File: config.mk
export PLATFORM = sky130hd
export DESIGN_NAME = alu_exec_unit
export DESIGN_NICKNAME = d
export VERILOG_FILES = /design/src/rtl/alu_exec_unit.sv
export SDC_FILE = /design/constraint.sdc
export NUM_CORES = 1
export LEC_CHECK = 0
export CAP_MARGIN = 10
export CORE_MARGIN = 5
export CORE_UTILIZATION = 50
export CTS_BUF_LIST = sky130_fd_sc_hd__clkbuf_8
export CTS_CLUSTER_DIAMETER = 80
export DETAILED_ROUTE_END_ITERATION = 10
export DONT_BUFFER_PORTS = 1
export GPL_TIMING_DRIVEN = 0
export HOLD_SLACK_MARGIN = 0.08
export PLACE_DENSITY_LB_ADDON = 0.3
export SLEW_MARGIN = 25
export SYNTH_ARGS = -nofsm -noshare
export SYNTH_HDL_FRONTEND = slang
export SYNTH_SLANG_ARGS = --single-unit
File: constraint.sdc
create_clock -name clk -period 5.3 [get_ports clk]
set_input_delay 1.06 -clock clk [delete_from_list [all_inputs] [get_ports clk]]
set_output_delay 1.06 -clock clk [all_outputs]
set_load 0.005 [all_outputs]
File: src/rtl/alu_exec_unit.sv
// Two-stage valid/ready ALU execution unit: operand capture stage, then a registered result stage.
// Define ALU_OVF_EN to add the registered signed-overflow flag; otherwise ovf is tied 0.
module alu_exec_unit #(
  parameter int WIDTH     = 16,
  parameter int ERR_CNT_W = 8
) (
  input  logic                 clk,
  input  logic                 rst_n,
  input  logic                 in_valid,
  output logic                 in_ready,
  input  logic [3:0]           alu_op,
  input  logic [WIDTH-1:0]     op_a,
  input  logic [WIDTH-1:0]     op_b,
  output logic                 out_valid,
  input  logic                 out_ready,
  output logic [WIDTH-1:0]     result,
  output logic                 take_br,
  output logic                 illegal,
  output logic [ERR_CNT_W-1:0] err_cnt,
  output logic                 ovf
);

  typedef enum logic [3:0] {
    OP_ADD = 4'd0,
    OP_SUB = 4'd1,
    OP_AND = 4'd2,
    OP_OR  = 4'd3,
    OP_XOR = 4'd4,
    OP_NOR = 4'd5,
    OP_SLT = 4'd6,
    OP_BEQ = 4'd7,
    OP_BNE = 4'd8,
    OP_BLT = 4'd9,
    OP_BGT = 4'd10
  } alu_op_e;

  logic             s1_valid;
  logic [3:0]       s1_op;
  logic [WIDTH-1:0] s1_a;
  logic [WIDTH-1:0] s1_b;

  logic             adv;
  logic             accept;
  logic [WIDTH-1:0] sum;
  logic [WIDTH-1:0] diff;
  logic             lt_s;
  logic             gt_s;
  logic [WIDTH-1:0] res_d;
  logic             br_d;
  logic             ill_d;

  assign adv      = !out_valid || out_ready;
  assign in_ready = !s1_valid || adv;
  assign accept   = in_valid && in_ready;

  assign sum  = s1_a + s1_b;
  assign diff = s1_a - s1_b;
  assign lt_s = $signed(s1_a) < $signed(s1_b);
  assign gt_s = $signed(s1_a) > $signed(s1_b);

  // Codes 11..15 and any X/Z code fall through to default and are flagged illegal.
  always_comb begin
    res_d = '0;
    br_d  = 1'b0;
    ill_d = 1'b0;
    case (s1_op)
      OP_ADD:  res_d = sum;
      OP_SUB:  res_d = diff;
      OP_AND:  res_d = s1_a & s1_b;
      OP_OR:   res_d = s1_a | s1_b;
      OP_XOR:  res_d = s1_a ^ s1_b;
      OP_NOR:  res_d = ~(s1_a | s1_b);
      OP_SLT:  res_d = {{(WIDTH-1){1'b0}}, lt_s};
      OP_BEQ:  br_d  = (s1_a == s1_b);
      OP_BNE:  br_d  = (s1_a != s1_b);
      OP_BLT:  br_d  = lt_s;
      OP_BGT:  br_d  = gt_s;
      default: ill_d = 1'b1;
    endcase
  end

`ifdef ALU_OVF_EN
  logic ovf_d;

  always_comb begin
    ovf_d = 1'b0;
    if (s1_op == OP_ADD)
      ovf_d = (s1_a[WIDTH-1] == s1_b[WIDTH-1]) && (sum[WIDTH-1] != s1_a[WIDTH-1]);
    else if (s1_op == OP_SUB)
      ovf_d = (s1_a[WIDTH-1] != s1_b[WIDTH-1]) && (diff[WIDTH-1] != s1_a[WIDTH-1]);
  end

  always_ff @(posedge clk or negedge rst_n) begin
    if (!rst_n)
      ovf <= 1'b0;
    else if (adv && s1_valid)
      ovf <= ovf_d;
  end
`else
  assign ovf = 1'b0;
`endif

  // S1 refills whenever it is empty or draining into OUT this cycle.
  always_ff @(posedge clk or negedge rst_n) begin
    if (!rst_n) begin
      s1_valid <= 1'b0;
      s1_op    <= '0;
      s1_a     <= '0;
      s1_b     <= '0;
    end else begin
      if (in_ready)
        s1_valid <= in_valid;
      if (accept) begin
        s1_op <= alu_op;
        s1_a  <= op_a;
        s1_b  <= op_b;
      end
    end
  end

  // OUT holds until consumed; an empty OUT keeps its last payload.
  always_ff @(posedge clk or negedge rst_n) begin
    if (!rst_n) begin
      out_valid <= 1'b0;
      result    <= '0;
      take_br   <= 1'b0;
      illegal   <= 1'b0;
    end else if (adv) begin
      out_valid <= s1_valid;
      if (s1_valid) begin
        result  <= res_d;
        take_br <= br_d;
        illegal <= ill_d;
      end
    end
  end

  always_ff @(posedge clk or negedge rst_n) begin
    if (!rst_n)
      err_cnt <= '0;
    else if (out_valid && out_ready && illegal && (err_cnt != {ERR_CNT_W{1'b1}}))
      err_cnt <= err_cnt + 1'b1;
  end

endmodule

=== Word-level counts from Yosys, hierarchy flattened ===
Cells that the tools add are included.

* Register bits after elaboration: 64
* Input bits: 40
* Output and inout bits: 29
* Logic and storage cells: 45

* $add $sub $neg: 3
* Order comparisons: 2
* Eq/ne operators: 13
* Mux-type cells: 3
* Bitwise operators: 4
* Reduce and logical (&&, ||, !) cells: 11

{| class="wikitable"
|+ Operators with widths
! kind !! number
|-
| $pmux W16 S7 || 1
|-
| $add A16 B16 Y16 || 1
|-
| $and A16 B16 Y16 || 1
|-
| $eq A16 B16 Y1 || 1
|-
| $eq A4 B3 Y1 const B || 4
|-
| $gt A16 B16 Y1 || 1
|-
| $lt A16 B16 Y1 || 1
|-
| $ne A16 B16 Y1 || 1
|-
| $not A16 Y16 || 1
|-
| $or A16 B16 Y16 || 1
|-
| $sub A16 B16 Y16 || 1
|-
| $xor A16 B16 Y16 || 1
|-
| $eq A4 B4 Y1 const B || 3
|-
| $reduce_or A11 Y1 || 1
|-
| $add A8 B1 Y8 const B || 1
|-
| $eq A4 B2 Y1 const B || 2
|-
| $ne A8 B8 Y1 const B || 1
|-
| $eq A4 B1 Y1 const B || 1
|-
| $logic_and A1 B1 Y1 || 4
|-
| $logic_not A4 Y1 || 1
|-
| $pmux W1 S4 || 1
|-
| $logic_not A1 Y1 || 2
|-
| $logic_or A1 B1 Y1 || 2
|-
| $reduce_and A2 Y1 || 1
|-
| $mux W1 || 1
|}

=== Logic depth before layout (Yosys ltp) ===
Gate-level depths: netlist of the first run.

* Depth in word-level cells: 4
* Depth in mapped cells: 11
* Mapped depth without buffers: 11

=== Worst setup path before layout of the first run ===
No wires, ideal clock.

* Kind: register to register
* Start: register s1_a[0]
* End: register take_br
* Library setup time: 0.077 ns
* Arrival: 2.418 ns
* Data required time: 5.223 ns
* Path slack: 2.805 ns
* Stages on the path, launching flop included: 12
* Buffers on the path: 0
* Clock period less this slack: 2.495 ns
* Cell sequence: dfrtp_1 inv_1 ha_1 fa_1 o21bai_1 nand2_1 a311oi_1 o21ai_1 o2bb2ai_1 a21oi_1 mux2_1 o21ai_1

* Word-level cells in the longest chain between the ends: 2
* Elaborated cells on any way between the ends: 5
* Those cells by class: 2 x order compare; 2 x eq/ne; 1 x mux

{| class="wikitable"
|+ Ends and longest elaborated chain
! item !! RTL line !! text
|-
| start, declared || 39 || <nowiki>logic [WIDTH-1:0] s1_a;</nowiki>
|-
| start signal, assigned || 115 || <nowiki>s1_a <= op_a;</nowiki>
|-
| $gt A16 B16 Y1, or another cell as far along || 59 || <nowiki>assign gt_s = $signed(s1_a) > $signed(s1_b);</nowiki>
|-
| $pmux W1 S4 * || 66 || <nowiki>case (s1_op)</nowiki>
|-
| end signal, assigned || 132 || <nowiki>take_br <= br_d;</nowiki>
|-
| end, declared || 17 || <nowiki>output logic take_br,</nowiki>
|}

Mark *: on every way between the ends. The rest lies on a longest branch, timed or not.
A chain may end at the register's enable or synchronous reset.

=== Final worst setup path of the first run ===
Same ends and word-level chain as after synthesis.

==> flow_summary.yaml, run 1 <==
outcome:
  status: "completed"
grt:
  grt_overflow: 0
  grt_pass1_vias: 4633
  grtUsageTotal: 0.248
  grt_pass1_wl_um: 24800
  antenna_found_initial: 0
  grt_max_degree: 65
worst_setup_path:
  crit_type: "reg2reg"
  worstPathMaxFanout: 4
  cp-startpoint: "s1_a[0]"
  r2r_start: "s1_a[0]"
  rrSetupSlack_ps: 2090
  critPathRequiredTime_ps: 5570
  arrival_ps: 3490
  crit_path_end_kind: "register"
  cp-start-kind: "register"
cts:
  hold_buffers: 0
  insertion_delay_ps: 350
  clockBufferDepth: 2
  ctsRootBufferMaster: "clkbuf_8"
  cts.sinks: 64
  cts_tree: "done"
  cts_max_level: 3
  numCtsBuffers: 9
  cts.clk_slew.worst_paths_ps: 80
  cts_resized: 0
  cts_setup_buffers: 0
timing:
  finalHoldViolations: 0
  setup_viol: 0
  setup_tns_ps: 0
  maxSlewViolCount: 0
  post-route-min-period_ps: 3210
  fmax_mhz: 311
  skew_ps: 7.78
  min_period_over_period: 0.606
  slew_headroom: 0.324
  setup_slack_ps: 2090
  tightest_slew_ps: 988
  rsz0062_at_grt: "false"
place:
  portBuffers: 0
  gp_congestion: 0.974
  place_area_um2: 5340
  place_ws_ps: 2060
  dp_hpwl_um: 11500
logic_synthesis:
  ys.flop_type: "dfrtp_1"
  synth-seq-area-share: 0.310
  synth_nets: 689
  netlist_instances: 591
  syn-cell-area_um2: 5170
  synth_edf_count: 0
  synth-seq-cells: 64
  yosysWarnings: 0
  synthDistinctLibCells: 69
  synth.avg_cell_area_um2: 8.75
  async_reset_ff_frac: 1.00
routing:
  dr.pass1.iters: 6
  avgViaCountPerCell: 6.32
  avgRoutedWirePerCell_um: 21.0
  route.detailed.drc: 0
  first_iter_violations: 444
  vias: 4691
  ant_nets: 0
  wl_um: 15600
cells_and_area:
  antennaDiodeCount: 0
  post-route-util: 0.544
  area_growth_pct: 7.09
  nets: 700
  drive_gt1_frac: 0.114
  final_area_um2: 5540
die:
  core_region_area_um2: 10200
  die_h_um: 112
  initial_utilization: 0.508
  dieArea_um2: 12500
  io_pins: 69
  row_count: 37
  die_w_um: 112
worst_hold_path:
  hold_path_class: "in2async"
pwr:
  swShare: 0.437
  vdd_drop_max_mv: 0.185
  p_int_uw: 1170
  seqPwrFrac: 0.332
  power_density_nw_per_um2: 376
  netSwitchingPower_uw: 910
  clkPwrFrac: 0.203
  p_comb_frac: 0.465
  leakagePower_uw: 0.00243
job:
  maxCapViolCount: 0
==> final cells by class <==
class	instances	area, um^2
Buffer	33	134
Clock buffer	13	179
Clock inverter	2	12.5
Fill cell	958	4650
Inverter	50	188
Multi-Input combinational cell	444	3250
Sequential cell	64	1600
Tap cell	136	170
==> power by group through the flow <==
| stage | clock network (uW) | logic (uW) | registers (uW) |
|---|---|---|---|
| final | 423 | 967 | 690 |
| after global routing | 455 | 1050 | 707 |
| after CTS | 432 | 940 | 692 |
| after detailed placement | 0 | 932 | 702 |
| after global placement | 0 | 915 | 696 |
| after floorplan | 0 | 709 | 667 |
==> flip-flops by register name (all words and copies together) (netlist names) <==
register,flops
s1_a,16
err_cnt,8
s1_b,16
out_valid,1
s1_op,4
result,16
illegal,1
s1_valid,1
take_br,1
==> synthesized netlist by cell type, types with 6 or more instances <==
master,count,area (um^2)
nand2b_1,7,43.8
nor2b_1,11,68.8
ha_1,56,701
o21ai_1,15,75.1
mux2_2,38,428
dfrtp_1,64,1600
a21oi_1,48,240
a221oi_1,9,78.8
nand2_1,43,161
clkbuf_1,24,90.1
o21bai_1,7,52.6
nor2_1,51,191
a31oi_1,6,37.5
nand3_1,6,30.0
inv_1,49,184
xnor2_1,12,105
o21ai_0,17,85.1
nor4_1,6,37.5
a22oi_1,7,52.6
nor3_1,14,70.1
==> logic make-up (layout without fill, tap and decap cells) <==
group                    after synthesis  after routing  share of synthesized area
AO/OA/AOI/OAI                        168            168                      0.221
XOR/XNOR                              15             15                     0.0254
adder cells (fa/ha/maj)               58             58                      0.143
buffers and inverters                 83             98                     0.0622
flip-flops                            64             64                      0.310
multiplexers                          44             44                     0.0948
other                                  1              1                   0.000725
AND/OR/NAND/NOR                      158            158                      0.143
==> path summary, 6_finish.rpt <==
kind                        endpoint  cells past startpoint
setup / recovery             take_br                     11
max in group asynchronous    illegal                      0
hold / removal              s1_a[12]                      0
setup reg to reg             take_br                     11
hold reg to reg            result[4]                      2
min in group clk           result[4]                      2
==> metrics by stage <==
step                      std cells  hold slack, ps  total power (uW)
after floorplan                 591             471              1380
after global routing            742             382              2210
final                           742             400              2080
after CTS                       742             389              2060
after global placement          727             492              1610
after detailed placement        727             514              1630
==> metal layers <==
| metal | share of wire | track usage |
|---|---|---|
| met1 | 0.43 | 0.341 |
| met2 | 0.44 | 0.385 |
| met3 | 0.092 | 0.0522 |
| met4 | 0.033 | 0.0957 |
| met5 | 0 | 0 |
==> critical path, cell delays in order, from the launching register on <==
cell       delay (ps)
dfrtp_1           370
inv_1              70
ha_1              220
fa_1              420
o21bai_1          220
nand2_1           140
a311oi_1          430
o21ai_1           210
o2bb2ai_1         260
a21oi_1           290
mux2_1            370
o21ai_1           140
==> cells in the final DEF, fill, tap and decap left out, drive strengths merged, types with 9 or more instances in the layout <==
| cell | n |
|---|---|
| a21oi | 50 |
| a221oi | 10 |
| buf | 9 |
| clkbuf | 37 |
| dfrtp | 64 |
| ha | 56 |
| inv | 50 |
| mux2 | 40 |
| nand2 | 43 |
| nor2 | 51 |
| nor2b | 11 |
| nor3 | 15 |
| o21ai | 32 |
| xnor2 | 12 |
Power figures use the tool's default switching activity.
==> inputs of run 2 (changes only) <==
==> constraint.sdc (replaced) <==
create_clock -name clk -period 3.3 [get_ports clk]
set_input_delay 0.66 -clock clk [delete_from_list [all_inputs] [get_ports clk]]
set_output_delay 0.66 -clock clk [all_outputs]
set_load 0.005 [all_outputs]
==> flow_summary.yaml, run 2 (synthesized netlist as in run 1, its figures left out) <==
cts:
  cts_tree: "done"
  clockBufferDepth: 2
  cts.clk_slew.worst_paths_ps: 80
  cts_resized: 0
  ctsRootBufferMaster: "clkbuf_8"
  insertion_delay_ps: 350
  cts.sinks: 64
  numCtsBuffers: 9
  cts_max_level: 3
cells_and_area:
  drive_gt1_frac: 0.115
  multiInputGateArea_um2: 3250
  layout_commonest_cell: "dfrtp_1"
  regArea_um2: 1600
  antennaDiodeCount: 0
  area_growth_pct: 7.62
  nets: 701
  final_area_um2: 5570
  largestRegisters: "result x16, s1_a x16, s1_b x16"
  most-common-layout-cells: "dfrtp_1, ha_1, nor2_1"
  post-route-util: 0.546
  nFillCells: 957
worst_setup_path:
  ff2ff_path_depth: 11
  worstPathMaxFanout: 4
  arrival_ps: 3500
  cpMaxStageDelayCell: "a311oi_1"
  rrSetupSlack_ps: 70
  critPathRequiredTime_ps: 3580
  r2r_end: "take_br"
  cp-startpoint: "s1_a[0]"
  r2r_start: "s1_a[0]"
  cp-start-kind: "register"
  crit_type: "reg2reg"
  path_cells: "inv_1, ha_1, fa_1, o21bai_1, nand2_1, a311oi_1, o21ai_1, o2bb2ai_1, a21oi_1, mux2_1, o21ai_1"
  crit_path_end_kind: "register"
  slowest_delay_ps: 440
  crit_top_cell: "o21ai_1"
grt:
  grt_max_degree: 65
  grt_pass1_wl_um: 24800
  antenna_found_initial: 0
  grt_overflow: 0
  grt_pass1_vias: 4631
  grtUsageTotal: 0.248
timing:
  setup_tns_ps: 0
  fmax_mhz: 310
  min_period_over_period: 0.978
  timing.hold.ws_ps: 167
  maxSlewViolCount: 0
  rsz0062_at_grt: "false"
  finalHoldViolations: 0
  post-route-min-period_ps: 3230
  tightest_slew_ps: 1220
  skew_ps: 8.81
  slew_headroom: 0.164
  setup_viol: 0
  setup_slack_ps: 73.0
outcome:
  status: "completed"
die:
  die_w_um: 112
  core_region_area_um2: 10200
  die_h_um: 112
  initial_utilization: 0.508
  dieArea_um2: 12500
  row_count: 37
  io_pins: 69
routing:
  vias: 4693
  avgRoutedWirePerCell_um: 20.9
  wl_um: 15500
  ant_nets: 0
  dr.pass1.iters: 6
  first_iter_violations: 530
  avgViaCountPerCell: 6.32
  route.detailed.drc: 0
place:
  portBuffers: 0
  gp_congestion: 0.974
  dp_hpwl_um: 11500
  place_area_um2: 5340
  place_ws_ps: 273
job:
  maxCapViolCount: 0
pwr:
  power_density_nw_per_um2: 604
  leakagePower_uw: 0.00245
  vdd_drop_max_mv: 0.297
worst_hold_path:
  hold_path_class: "in2async"
-- run 2: metal layers --
| metal | global-route usage | vias to the layer above | part of all wire |
|---|---|---|---|
| li1 | - | 2132 | - |
| met1 | 0.342 | 2251 | 0.43 |
| met2 | 0.384 | 264 | 0.44 |
| met4 | 0.0957 | 0 | 0.030 |
| met5 | 0 | - | 0 |
| met3 | 0.0522 | 46 | 0.098 |
-- run 2: timing repair --
action | in CTS | in global routing
hold endpoints to repair | 64 | 0
hold buffers | 1 | 0
setup buffers | 0 | 0
-- run 2: how the worst max path moves through the flow --
stage	endpoint	cells after the start
finish	take_br	11
global route	take_br	11
floorplan	take_br	11
global placement	take_br	11
CTS	take_br	11
detailed placement	take_br	11
-- run 2: critical path: cells and delay by family, from the launching register on --
kind	cells	cell delay, ps
flip-flops	1	370
multiplexers	1	370
adder cells (fa/ha/maj)	2	640
AND/OR/NAND/NOR	1	150
AO/OA/AOI/OAI	6	1560
buffers and inverters	1	70
-- run 2: report_power, final --
| part | switching [uW] | internal, uW |
|---|---|---|
| Combinational | 974 | 595 |
| Clock | 333 | 350 |
| Sequential | 171 | 937 |
-- run 2: layout make-up --
type,instances,share of cell area
plain buffers,33,0.0241
well taps,136,0.0306
flip-flops and latches,64,0.288
clock buffers,13,0.0321
multi-input cells,444,0.585
inverters,50,0.0337
repair buffers,1,0.00495
clock inverters,2,0.00225
-- run 2: stage by stage --
stage,total power [uW],cells
detailed placement,2630,727
CTS,3330,743
floorplan,2210,591
global route,3580,743
finish,3360,743
global placement,2590,727
==> inputs of run 3 (changes only) <==
--- a/config.mk
+++ b/config.mk
@@ -10,6 +10,7 @@
 export CORE_UTILIZATION = 50
 export CTS_BUF_LIST = sky130_fd_sc_hd__clkbuf_8
 export CTS_CLUSTER_DIAMETER = 80
+export CTS_CLUSTER_SIZE = 14
 export DETAILED_ROUTE_END_ITERATION = 10
 export DONT_BUFFER_PORTS = 1
 export GPL_TIMING_DRIVEN = 0
==> results of run 3 <==
The final DEF is identical to that of run 2; final timing and power are the same.
